<file path="src/rtl/dm_arbiter.sv">
// dm_arbiter
//   Shares the single data-memory port between requester A (CPU load/store
//   unit) and requester B (debug/DMA loader). A granted request is copied
//   into the memory-port registers, presented to the memory for exactly one
//   cycle (ACCESS), and acknowledged the following cycle (DONE) with the data
//   sampled from the memory at the end of ACCESS. Round-robin arbitration
//   alternates the ports when both are requesting.
//
// Ports
//   Clk, Reset                  clock, asynchronous active-low reset
//   a_req/a_wr/a_ad/a_wdata/a_cut  requester A access request and fields
//   a_ack, a_rdata              A completion pulse and read data
//   b_req/b_wr/b_ad/b_wdata/b_cut  requester B access request and fields
//   b_ack, b_rdata              B completion pulse and read data
//   Ad, WrData, MemWr, DMcut_sel   memory port, nonzero only during ACCESS
//   DM                          memory read data (combinational in memory)
//   busy                        high while in ACCESS or DONE
module dm_arbiter #(
  parameter int AW = 16,
  parameter int DW = 32
) (
  input  logic          Clk,
  input  logic          Reset,
  input  logic          a_req,
  input  logic [2:0]    a_wr,
  input  logic [AW-1:0] a_ad,
  input  logic [DW-1:0] a_wdata,
  input  logic [1:0]    a_cut,
  output logic          a_ack,
  output logic [DW-1:0] a_rdata,
  input  logic          b_req,
  input  logic [2:0]    b_wr,
  input  logic [AW-1:0] b_ad,
  input  logic [DW-1:0] b_wdata,
  input  logic [1:0]    b_cut,
  output logic          b_ack,
  output logic [DW-1:0] b_rdata,
  output logic [AW-1:0] Ad,
  output logic [DW-1:0] WrData,
  output logic [2:0]    MemWr,
  output logic [1:0]    DMcut_sel,
  input  logic [DW-1:0] DM,
  output logic          busy
);

  typedef enum logic [1:0] {
    IDLE   = 2'd0,
    ACCESS = 2'd1,
    DONE   = 2'd2
  } state_t;

  // Port identifiers used by owner and rr_last.
  localparam logic PORT_A = 1'b0;
  localparam logic PORT_B = 1'b1;

  state_t state;
  logic   owner;     // port whose access is in ACCESS/DONE
  logic   rr_last;   // port granted most recently

  logic          grant_valid;
  logic          grant_port;
  logic [2:0]    sel_wr;
  logic [AW-1:0] sel_ad;
  logic [DW-1:0] sel_wdata;
  logic [1:0]    sel_cut;

  // Grant decision. In IDLE both ports compete; in DONE only the port that
  // is not being acknowledged may be granted, because the acknowledged port
  // is still holding its (already served) request this cycle.
  always_comb begin
    grant_valid = 1'b0;
    grant_port  = PORT_A;
    case (state)
      IDLE: begin
        if (a_req && b_req) begin
          grant_valid = 1'b1;
          grant_port  = ~rr_last;
        end else if (a_req) begin
          grant_valid = 1'b1;
          grant_port  = PORT_A;
        end else if (b_req) begin
          grant_valid = 1'b1;
          grant_port  = PORT_B;
        end
      end
      DONE: begin
        if (owner == PORT_A && b_req) begin
          grant_valid = 1'b1;
          grant_port  = PORT_B;
        end else if (owner == PORT_B && a_req) begin
          grant_valid = 1'b1;
          grant_port  = PORT_A;
        end
      end
      default: begin
        grant_valid = 1'b0;
        grant_port  = PORT_A;
      end
    endcase
  end

  assign sel_wr    = (grant_port == PORT_B) ? b_wr    : a_wr;
  assign sel_ad    = (grant_port == PORT_B) ? b_ad    : a_ad;
  assign sel_wdata = (grant_port == PORT_B) ? b_wdata : a_wdata;
  assign sel_cut   = (grant_port == PORT_B) ? b_cut   : a_cut;

  // The memory-port registers double as the latched copy of the granted
  // request: loaded at the grant edge, cleared at the edge ending ACCESS, so
  // the memory never sees a nonzero MemWr outside the single ACCESS cycle
  // and later changes on the request inputs cannot reach it.
  always_ff @(posedge Clk or negedge Reset) begin
    if (!Reset) begin
      state     <= IDLE;
      owner     <= PORT_A;
      rr_last   <= PORT_B;
      a_ack     <= 1'b0;
      b_ack     <= 1'b0;
      a_rdata   <= '0;
      b_rdata   <= '0;
      Ad        <= '0;
      WrData    <= '0;
      MemWr     <= '0;
      DMcut_sel <= '0;
      busy      <= 1'b0;
    end else begin
      a_ack     <= 1'b0;
      b_ack     <= 1'b0;
      Ad        <= '0;
      WrData    <= '0;
      MemWr     <= '0;
      DMcut_sel <= '0;
      case (state)
        ACCESS: begin
          // DM is captured for every access, writes included; the memory
          // commits a write on this same edge.
          if (owner == PORT_B) begin
            b_rdata <= DM;
            b_ack   <= 1'b1;
          end else begin
            a_rdata <= DM;
            a_ack   <= 1'b1;
          end
          busy  <= 1'b1;
          state <= DONE;
        end
        default: begin
          // IDLE and DONE share the grant path.
          if (grant_valid) begin
            Ad        <= sel_ad;
            WrData    <= sel_wdata;
            MemWr     <= sel_wr;
            DMcut_sel <= sel_cut;
            owner     <= grant_port;
            rr_last   <= grant_port;
            busy      <= 1'b1;
            state     <= ACCESS;
          end else begin
            busy  <= 1'b0;
            state <= IDLE;
          end
        end
      endcase
    end
  end

endmodule

</file>
<file path="config.mk">
export PLATFORM = sky130hd
export DESIGN_NAME = dm_arbiter
export DESIGN_NICKNAME = d
export VERILOG_FILES = /design/src/rtl/dm_arbiter.sv
export SDC_FILE = /design/constraint.sdc
export NUM_CORES = 1
export LEC_CHECK = 0
export ABC_AREA = 1
export BUFFER_PORTS_ARGS = -buffer_cell sky130_fd_sc_hd__buf_2
export CAP_MARGIN = 40
export CORE_MARGIN = 5
export CORE_UTILIZATION = 49
export DETAILED_ROUTE_END_ITERATION = 16
export PLACE_DENSITY_LB_ADDON = 0.12
export SLEW_MARGIN = 40
export SYNTH_ARGS = -nofsm -noshare
export SYNTH_HDL_FRONTEND = slang
export SYNTH_SLANG_ARGS = --single-unit
</file>
<file path="constraint.sdc">
create_clock -name Clk -period 3.9 [get_ports Clk]
set_clock_uncertainty 0.05 [all_clocks]
set_input_delay 0.78 -clock Clk [delete_from_list [all_inputs] [get_ports Clk]]
set_output_delay 0.78 -clock Clk [all_outputs]
set_load 0.02 [all_outputs]
</file>
==> flow_summary.toml, run 1 <==
[timing]
hold_ws_ns = 0.186
setup_viol = 0
rsz0062_at_grt = "false"
post-route-period-util_pct = 53.5
min_period_ns = 2.09
setup_tns_ns = 0
fmax_ghz = 0.479
final_hold_viol_count = 0
worst_slew_pin_slew_ns = 0.748
drv_slew = 0
relSlewSlack_pct = 50.0

[power_and_ir_drop]
p_leak_uw = 0.00431
power.density_nw_per_um2 = 908
ir_worst_vdd_v = 0.000378

[synthesis]
syn_avg_cell_area_um2 = 8.46
synth_top_family_by_area = "simple AND/OR/NAND/NOR gates"
syn_area_um2 = 5220
syn_nets = 759
synth-warning-count = 0
ys_types = 18
yosys.area_share.xor_xnor_pct = 0
synth-seq-cells = 124
muxShareOfSynthArea_pct = 0
synthAdderAreaFrac_pct = 0
synth_compound_area_share_pct = 11.4
ys_seq_area_share_pct = 59.5
syn_inst = 617
yosys.area_share.simple_pct = 19.0

[finish]
drive_gt1_share_pct = 34.9
layout.nets = 1002
seqCellArea_um2 = 3100
multiInputGateArea_um2 = 1600
area_growth_pct = 37.7
final.fill_count = 865

[setup_path]
critPathTopFamily = "simple AND/OR/NAND/NOR gates"
crit_slowest_cell = "nand2_1"
crit_type = "reg -> reg"
crit_path_max_incr_delay_ns = 0.49
worstPathArrival_ns = 2.48
path_cells = "nor2_1 -> o21ai_1 -> nand2_1 -> buf_4 -> nand2_1 -> nor2_1"
worstSetupStartpointType = "register"
path_buf_inv = 1
cp_max_fo = 39
worst_ep_required_time_ns = 4.30
worstSetupEndpointType = "register"

[floorplan]
die_h_um = 113
core-area_um2 = 10400
die_x_um = 113
dieArea_um2 = 12800
rows = 37
start_util_pct = 50.3
ios = 262

[global_routing]
grt_util_all_layers_pct = 22.3
antenna_found_initial = 2
grt_max_degree = 67
grt_pass1_vias = 4733
grt_pass1_wl_um = 22800
overflow = 0

[placed_design]
hpwl_um = 10200
place_congestion = 0.804
portBuffers = 261

[cts]
clkLatencyLatePin_ns = 0.51
cts.hold.buffers_added = 0
clkSlewWorstSetupHoldPaths_ns = 0.06
cts_resized = 0
clockBufferDepth = 2
cts_setup_buffers = 0
cts_root_buf = "clkbuf_8"
numCtsBuffers = 17
cts_htree_levels = 4
tritoncts = "built"
cts_sinks = 124

[min_path]
hold_class = "in -> async"

[routing]
vias = 4824
drc = 0
wl_per_cell_um = 14.1
ant_nets = 0
wirelength_um = 14200
vias_per_cell = 4.78
first_iter_violations = 335
detail_route.first_pass.iterations = 5

[run_status]
status = "completed"

[job]
maxCapViolations = 0
==> Yosys cell counts <==
master    count  area [µm²]
nand2_2       1        6.26
buf_2        22         110
buf_4         1        7.51
or2_2         1        6.26
o21ai_1      34         170
nor2_1       55         206
dfstp_2       1        26.3
nand3_1      54         270
inv_2         1        3.75
nand2_1     126         473
and2_1        1        6.26
nor2_2        2        12.5
inv_1        90         338
clkbuf_1     19        71.3
a21oi_1      53         265
dfrtp_1     123        3080
o21ai_0      32         160
nand3_2       1        10.0
==> worst register-to-register path: cells and delay by family (launching register included) <==
kind / cells / cell delay [ns]
AO/OA/AOI/OAI: 1 / 0.13
buffers and inverters: 1 / 0.49
AND/OR/NAND/NOR: 4 / 0.97
flip-flops: 1 / 0.40
==> per-layer routing <==
layer  vias up  wire (µm)  global-route usage [%]
li1       2404          -                       -
met1      2185       5330                    25.9
met2       205       7110                    37.2
met3        28       1450                    8.50
met4         2        298                    9.21
met5         -          7                       0
==> stage by stage <==
step	std cells	area (µm²)	total power, µW	util [%]	worst slack [ns]
floorplan	617	5220	4040	-	2.22
CTS	1008	7180	6600	69.3	1.79
finish	1009	7190	6530	69.3	1.81
global route	1009	7190	6990	69.3	1.62
detailed placement	977	6600	5050	63.7	1.47
global placement	976	6580	4950	63.4	1.48
==> state kept, by name, summed over array words and instances, names as in the netlist, 2 cells and up <==
signal     cells
WrData        32
DMcut_sel      2
Ad            16
MemWr          3
state          2
a_rdata       32
b_rdata       32
==> final timing paths <==
kind	start	endpoint	slack (ns)	cells after the start
max	state[0]	Ad[2]	1.81	6
min	Reset	a_rdata[10]	0.19	1
max reg2reg	state[0]	Ad[2]	1.81	6
min reg2reg	a_rdata[11]	a_rdata[11]	0.43	2
max in group asynchronous	Reset	rr_last	2.84	2
min in group Clk	a_rdata[11]	a_rdata[11]	0.43	2
==> report_power, final <==
group	switching (µW)	internal [µW]	leakage, µW
Clock	544	983	0.000277
Sequential	268	1910	0.00157
Combinational	1940	887	0.00246
==> layout make-up <==
type,instances,area share [%]
flip-flops and latches,124,43.2
inverters,91,4.75
diodes,1,0.0348
well taps,136,2.37
clock buffers,20,6.06
repair buffers,266,19.3
clock inverters,11,2.02
multi-input cells,360,22.3
==> cells by family (layout without fill, tap and decap cells) <==
group / count (synthesis) / after routing
buf+inv: 133 / 388
flops: 124 / 124
compound gates: 119 / 119
other cells: 0 / 1
simple gates: 241 / 241
==> cell usage in the layout (no fill, tap or decap), drive strengths merged, types with 3 or more instances in the layout <==
cell	synthesis	layout
bufinv	0	3
clkbuf	19	20
dfrtp	123	123
nor2	57	57
clkinvlp	0	3
buf	23	266
inv	91	91
a21oi	53	53
clkinv	0	5
nand2	127	127
nand3	55	55
o21ai	66	66
(Power assumes the default switching activity.)
==> run 2: changes to the inputs <==
CORE_UTILIZATION = 41   (was 49)
clock period = 1.8 ns   (was 3.9 ns; I/O delays follow)
==> run 2 against run 1 <==
Utilization is 10 points lower. Die area is 18% higher. Final cell count is 4.2% higher. Register-to-register slack worse by 1.5 ns. Hold slack worse by 0.055 ns. Critical endpoint is now b_rdata[5]. Largest power group unchanged. Highest routed layer is now met4.
==> flow_summary.toml, run 2 (synthesized netlist as in run 1, its figures left out) <==
[floorplan]
rows = 41
die_x_um = 123
dieArea_um2 = 15100
start_util_pct = 41.5
ios = 262
die_h_um = 123
core-area_um2 = 12600

[cts]
cts_resized = 0
tritoncts = "built"
cts_setup_buffers = 0
cts_htree_levels = 4
clockBufferDepth = 2
clkLatencyLatePin_ns = 0.40
cts.hold.buffers_added = 1
clkSlewWorstSetupHoldPaths_ns = 0.05
cts_sinks = 124
cts_root_buf = "clkbuf_16"
numCtsBuffers = 17

[placed_design]
hpwl_um = 10500
place_congestion = 0.819
portBuffers = 261

[global_routing]
grt_pass1_vias = 4708
grt_max_degree = 79
antenna_found_initial = 0
overflow = 0
grt_pass1_wl_um = 22700
grt_util_all_layers_pct = 19.5

[power_and_ir_drop]
ir_worst_vdd_v = 0.000681
p_comb_share_pct = 42.0
power.switching_uw = 5990
netSwitchingFraction_pct = 40.0
power_uw = 15000
p_leak_uw = 0.00442
seq_power_share_pct = 31.4
clockPowerShare_pct = 26.6
power.internal_uw = 9000
power.density_nw_per_um2 = 2010

[finish]
layout.nets = 1008
final_common_cell = "buf_2"
area_growth_pct = 42.8
final_util_pct = 59.3
drive_gt1_share_pct = 35.5
top_regs = "WrData (32), a_rdata (32), b_rdata (32)"
diodes = 0
mostFrequentLayoutCells = "buf_2, dfrtp_1, nand2_1"

[run_status]
status = "completed"

[routing]
vias = 4840
first_iter_violations = 361
ant_nets = 0
wl_per_cell_um = 13.9
vias_per_cell = 4.61
drc = 0
detail_route.first_pass.iterations = 5
wirelength_um = 14600

[setup_path]
path_cells = "nor2_2 -> nand2_2 -> buf_12 -> nand2_1 -> o21ai_1"
crit_path_max_incr_delay_ns = 0.41
worstPathArrival_ns = 1.73
cp_max_fo = 46
worst_ep_required_time_ns = 2.04
worstSetupEndpointType = "register"
crit_slowest_cell = "dfrtp_1"
crit_type = "reg -> reg"
worstSetupStartpointType = "register"

[min_path]
hold_class = "in -> reg"

[timing]
drv_slew = 0
final_hold_viol_count = 0
post-route-period-util_pct = 83.2
relSlewSlack_pct = 71.6
worst_slew_pin_slew_ns = 0.427
setup_viol = 0
setup_tns_ns = 0
rsz0062_at_grt = "false"
fmax_ghz = 0.668
min_period_ns = 1.50

[job]
maxCapViolations = 0
[run 2: path summary, 6_finish.rpt]
path / depth (start not counted) / from / end / slack, ns
max in group asynchronous: 3 / Reset / rr_last / 0.81
setup / recovery: 5 / state[1] / b_rdata[5] / 0.30
setup reg to reg: 5 / state[1] / b_rdata[5] / 0.30
hold reg to reg: 2 / a_rdata[11] / a_rdata[11] / 0.43
hold / removal: 3 / b_wdata[24] / WrData[24] / 0.13
min in group asynchronous: 2 / Reset / b_rdata[10] / 0.26
[run 2: per-stage QoR]
| stage | instances | area (µm²) | hold WS (ns) | setup WS (ns) |
|---|---|---|---|---|
| 6_report | 1051 | 7460 | 0.131 | 0.303 |
| 5_1_grt | 1051 | 7460 | 0.118 | 0.162 |
| 4_1_cts | 1051 | 7460 | 0.110 | 0.283 |
| 3_5_place_dp | 1018 | 6750 | 0.121 | 0.305 |
| 3_3_place_gp | 1018 | 6750 | 0.122 | 0.363 |
| 2_1_floorplan | 617 | 5220 | 0.0144 | 0.458 |
[run 2: layer usage]
layer	wire length (µm)	vias up	global-route usage, %
li1	-	2416	-
met1	5810	2184	23.1
met2	6770	208	30.4
met3	1560	32	8.20
met4	472	0	9.87
met5	0	-	0
[run 2: worst max-delay path, delay by kind of cell (launching register included)]
family / cells / cell delay (ns)
AO/OA/AOI/OAI: 1 / 0.06
buffers and inverters: 1 / 0.27
flip-flops: 1 / 0.41
AND/OR/NAND/NOR: 3 / 0.57
[run 2: power groups by stage]
stage          combinational, µW  sequential [µW]  clock, µW
2_1_floorplan               2420             6340          0
4_1_cts                     6400             4720       4070
6_report                    6290             4710       3990
3_3_place_gp                6250             4720          0
5_1_grt                     6960             4830       4210
3_5_place_dp                6390             4750          0
[run 2: area by class of cell]
class | instances | area, µm²
timing repair buffer | 272 | 1490
fill | 1140 | 5110
inverter | 91 | 342
tap | 172 | 215
clock inverter | 12 | 240
sequential | 124 | 3100
clock buffer | 20 | 457
multi-input combinational | 360 | 1610
==> run 3: changes to the inputs <==
ABC_AREA = 0   (was 1)
CORE_UTILIZATION = 46   (was 41)
clock period = 1.5 ns   (was 1.8 ns; I/O delays follow)
==> run 3 against run 2 <==
Sequential share of layout area decreased by 2.4 points. Synthesized cell count decreased by 33%. Combinational power increased by 35%. Utilization increased by 9.4 points. Cell area increased by 6.2%. The run now ends with negative setup slack left. Largest power group unchanged.
==> flow_summary.toml, run 3 <==
[setup_path]
cp_max_fo = 17
r2r_start = "state[1]"
endpoint = "Ad[6]"
path_cells = "buf_6 -> a21boi_4 -> buf_4 -> clkbuf_16 -> nand4_1 -> a21oi_2"
worstSetupStartpointType = "register"
ff2ff_path_depth = 6
critPathLaunch = "state[1]"
crit_slowest_cell = "dfrtp_2"
cp.depth = 6
worstSetupEndpointType = "register"
rrSetupSlack_ns = -0.06
path_buf_inv = 3
crit_path_max_incr_delay_ns = 0.44
worst_ep_required_time_ns = 1.77
crit_type = "reg -> reg"
critPathTopFamily = "buffers and inverters"
worstPathArrival_ns = 1.83
r2r_end = "Ad[6]"

[finish]
layout.nets = 823
top_regs = "WrData (32), a_rdata (32), b_rdata (32)"
area_growth_pct = 45.2
drive_gt1_share_pct = 64.1
diodes = 0
mostFrequentLayoutCells = "buf_2, dfrtp_1, nand4_1"
final_common_cell = "buf_2"

[timing]
worst_slew_pin_slew_ns = 0.397
final_hold_viol_count = 0
drv_slew = 0
hold_ws_ns = 0.0696
fmax_ghz = 0.642
post-route-period-util_pct = 104
min_period_ns = 1.56
relSlewSlack_pct = 73.5
setup_viol = 20
rsz0062_at_grt = "true"
final.setup.worst_slack_ns = -0.0568

[routing]
vias_per_cell = 5.57
first_iter_violations = 313
detail_route.first_pass.iterations = 4
vias = 4659
wirelength_um = 16400
wl_per_cell_um = 19.6
ant_nets = 0
drc = 0

[floorplan]
ios = 262
rows = 39
dieArea_um2 = 14100
die_h_um = 119
start_util_pct = 47.4
die_x_um = 119
core-area_um2 = 11500

[min_path]
hold_class = "in -> reg"
worstHoldStart = "DM[17]"

[cts]
tritoncts = "built"
cts_sinks = 124
cts_htree_levels = 4
cts_root_buf = "clkbuf_16"
numCtsBuffers = 17
clkSlewWorstSetupHoldPaths_ns = 0.06
clockBufferDepth = 2
clkLatencyLatePin_ns = 0.40

[power_and_ir_drop]
power.density_nw_per_um2 = 2310
power_uw = 18300
p_leak_uw = 0.00377
ir_worst_vdd_v = 0.000935

[job]
maxCapViolations = 0

[global_routing]
antenna_found_initial = 0
overflow = 0
grt_util_all_layers_pct = 21.9
grt_pass1_wl_um = 25000
grt_max_degree = 43
grt_pass1_vias = 4839

[placed_design]
post-place-ws_ns = -0.0376
portBuffers = 261
place_congestion = 0.807
hpwl_um = 11200

[synthesis]
syn_area_um2 = 5460
synth-warning-count = 0
synth_ff_type = "dfrtp_1"
synth_edf_count = 0
yosysMostFrequentCell = "dfrtp_1"
ys_seq_area_share_pct = 56.9
syn_inst = 415
ys_async_sr_fraction_pct = 100
synth-seq-cells = 124
syn_avg_cell_area_um2 = 13.1
synth_common_cells = "dfrtp_1, nand4_1, o31ai_1, a21oi_2, mux2_2"
yosys.area.top_type = "dfrtp_1"
synthDominantCellAreaShare_pct = 56.4
synth_area_leaders = "dfrtp_1, o31ai_1, mux2_2, a21oi_2, nand4_1"
ys_types = 28
syn_nets = 557

[run_status]
violations = "negative setup slack"
status = "finished with violations"
## run 3: cell count changes in the layout (fill, tap and decap cells not counted), sizes merged, moves of 19 or more
cell / before / now
mux2: 0 / 64
o21ai: 66 / 0
nor2: 57 / 1
o31ai: 0 / 53
buf: 271 / 290
inv: 91 / 6
nand4: 0 / 53
nand2: 127 / 3
nand3: 55 / 1
## run 3: repair_timing
| item | 4_1_cts | 5_1_grt |
|---|---|---|
| gates resized for setup | 12 | 27 |
| buffers inserted | 0 | 3 |
| endpoints found under the setup margin | 107 | 101 |
| pin swaps | 0 | 7 |
| hold buffers | 1 | 0 |
| gates cloned | 0 | 6 |
| endpoints found under the hold margin | 46 | 0 |
## run 3: cells by family (layout without fill, tap and decap cells)
family | Yosys count | in the layout | share of synthesized area, %
flops | 124 | 124 | 56.9
simple gates | 62 | 62 | 7.20
buf+inv | 52 | 331 | 6.67
compound gates | 112 | 112 | 15.8
mux | 65 | 65 | 13.4
## run 3: cell type report
type / instances / area (µm²)
well taps: 143 / 179
fillers: 864 / 3590
multi-input cells: 239 / 2160
repair buffers: 295 / 1830
inverters: 4 / 15.0
clock buffers: 20 / 467
clock inverters: 12 / 159
flip-flops and latches: 124 / 3110
## run 3: power by group
group / total, µW / leakage, µW / internal (µW) / switching [µW]
Combinational: 8500 / 0.00193 / 3340 / 5150
Clock: 4240 / 0.000303 / 2760 / 1480
Sequential: 5520 / 0.00153 / 4840 / 675
## run 3: stage by stage
step	setup TNS [ns]	std cells	area (µm²)	util, %
final	-0.276	837	7920	68.8
after CTS	-0.133	828	7660	66.5
after detailed placement	-0.521	795	6970	60.5
after global placement	0	795	6970	60.5
after global routing	-3.09	837	7920	68.8
after floorplan	0	415	5460	-
## run 3: worst min-delay path by stage
stage	cells past startpoint	end	slack, ns
4_1_cts	2	b_rdata[17]	0.05
5_1_grt	2	b_rdata[10]	0.07
6_report	2	b_rdata[17]	0.07
3_3_place_gp	1	b_rdata[24]	0.14
2_1_floorplan	0	Ad[0]	-0.05
3_5_place_dp	1	b_rdata[24]	0.14
## run 3: metal layers
| metal | global-route usage [%] | part of all wire [%] | vias up |
|---|---|---|---|
| met5 | 0 | 0 | - |
| met4 | 7.82 | 2.8 | 0 |
| met3 | 7.16 | 8.2 | 44 |
| met2 | 37.6 | 51 | 250 |
| met1 | 25.8 | 38 | 2264 |
| li1 | - | - | 2101 |
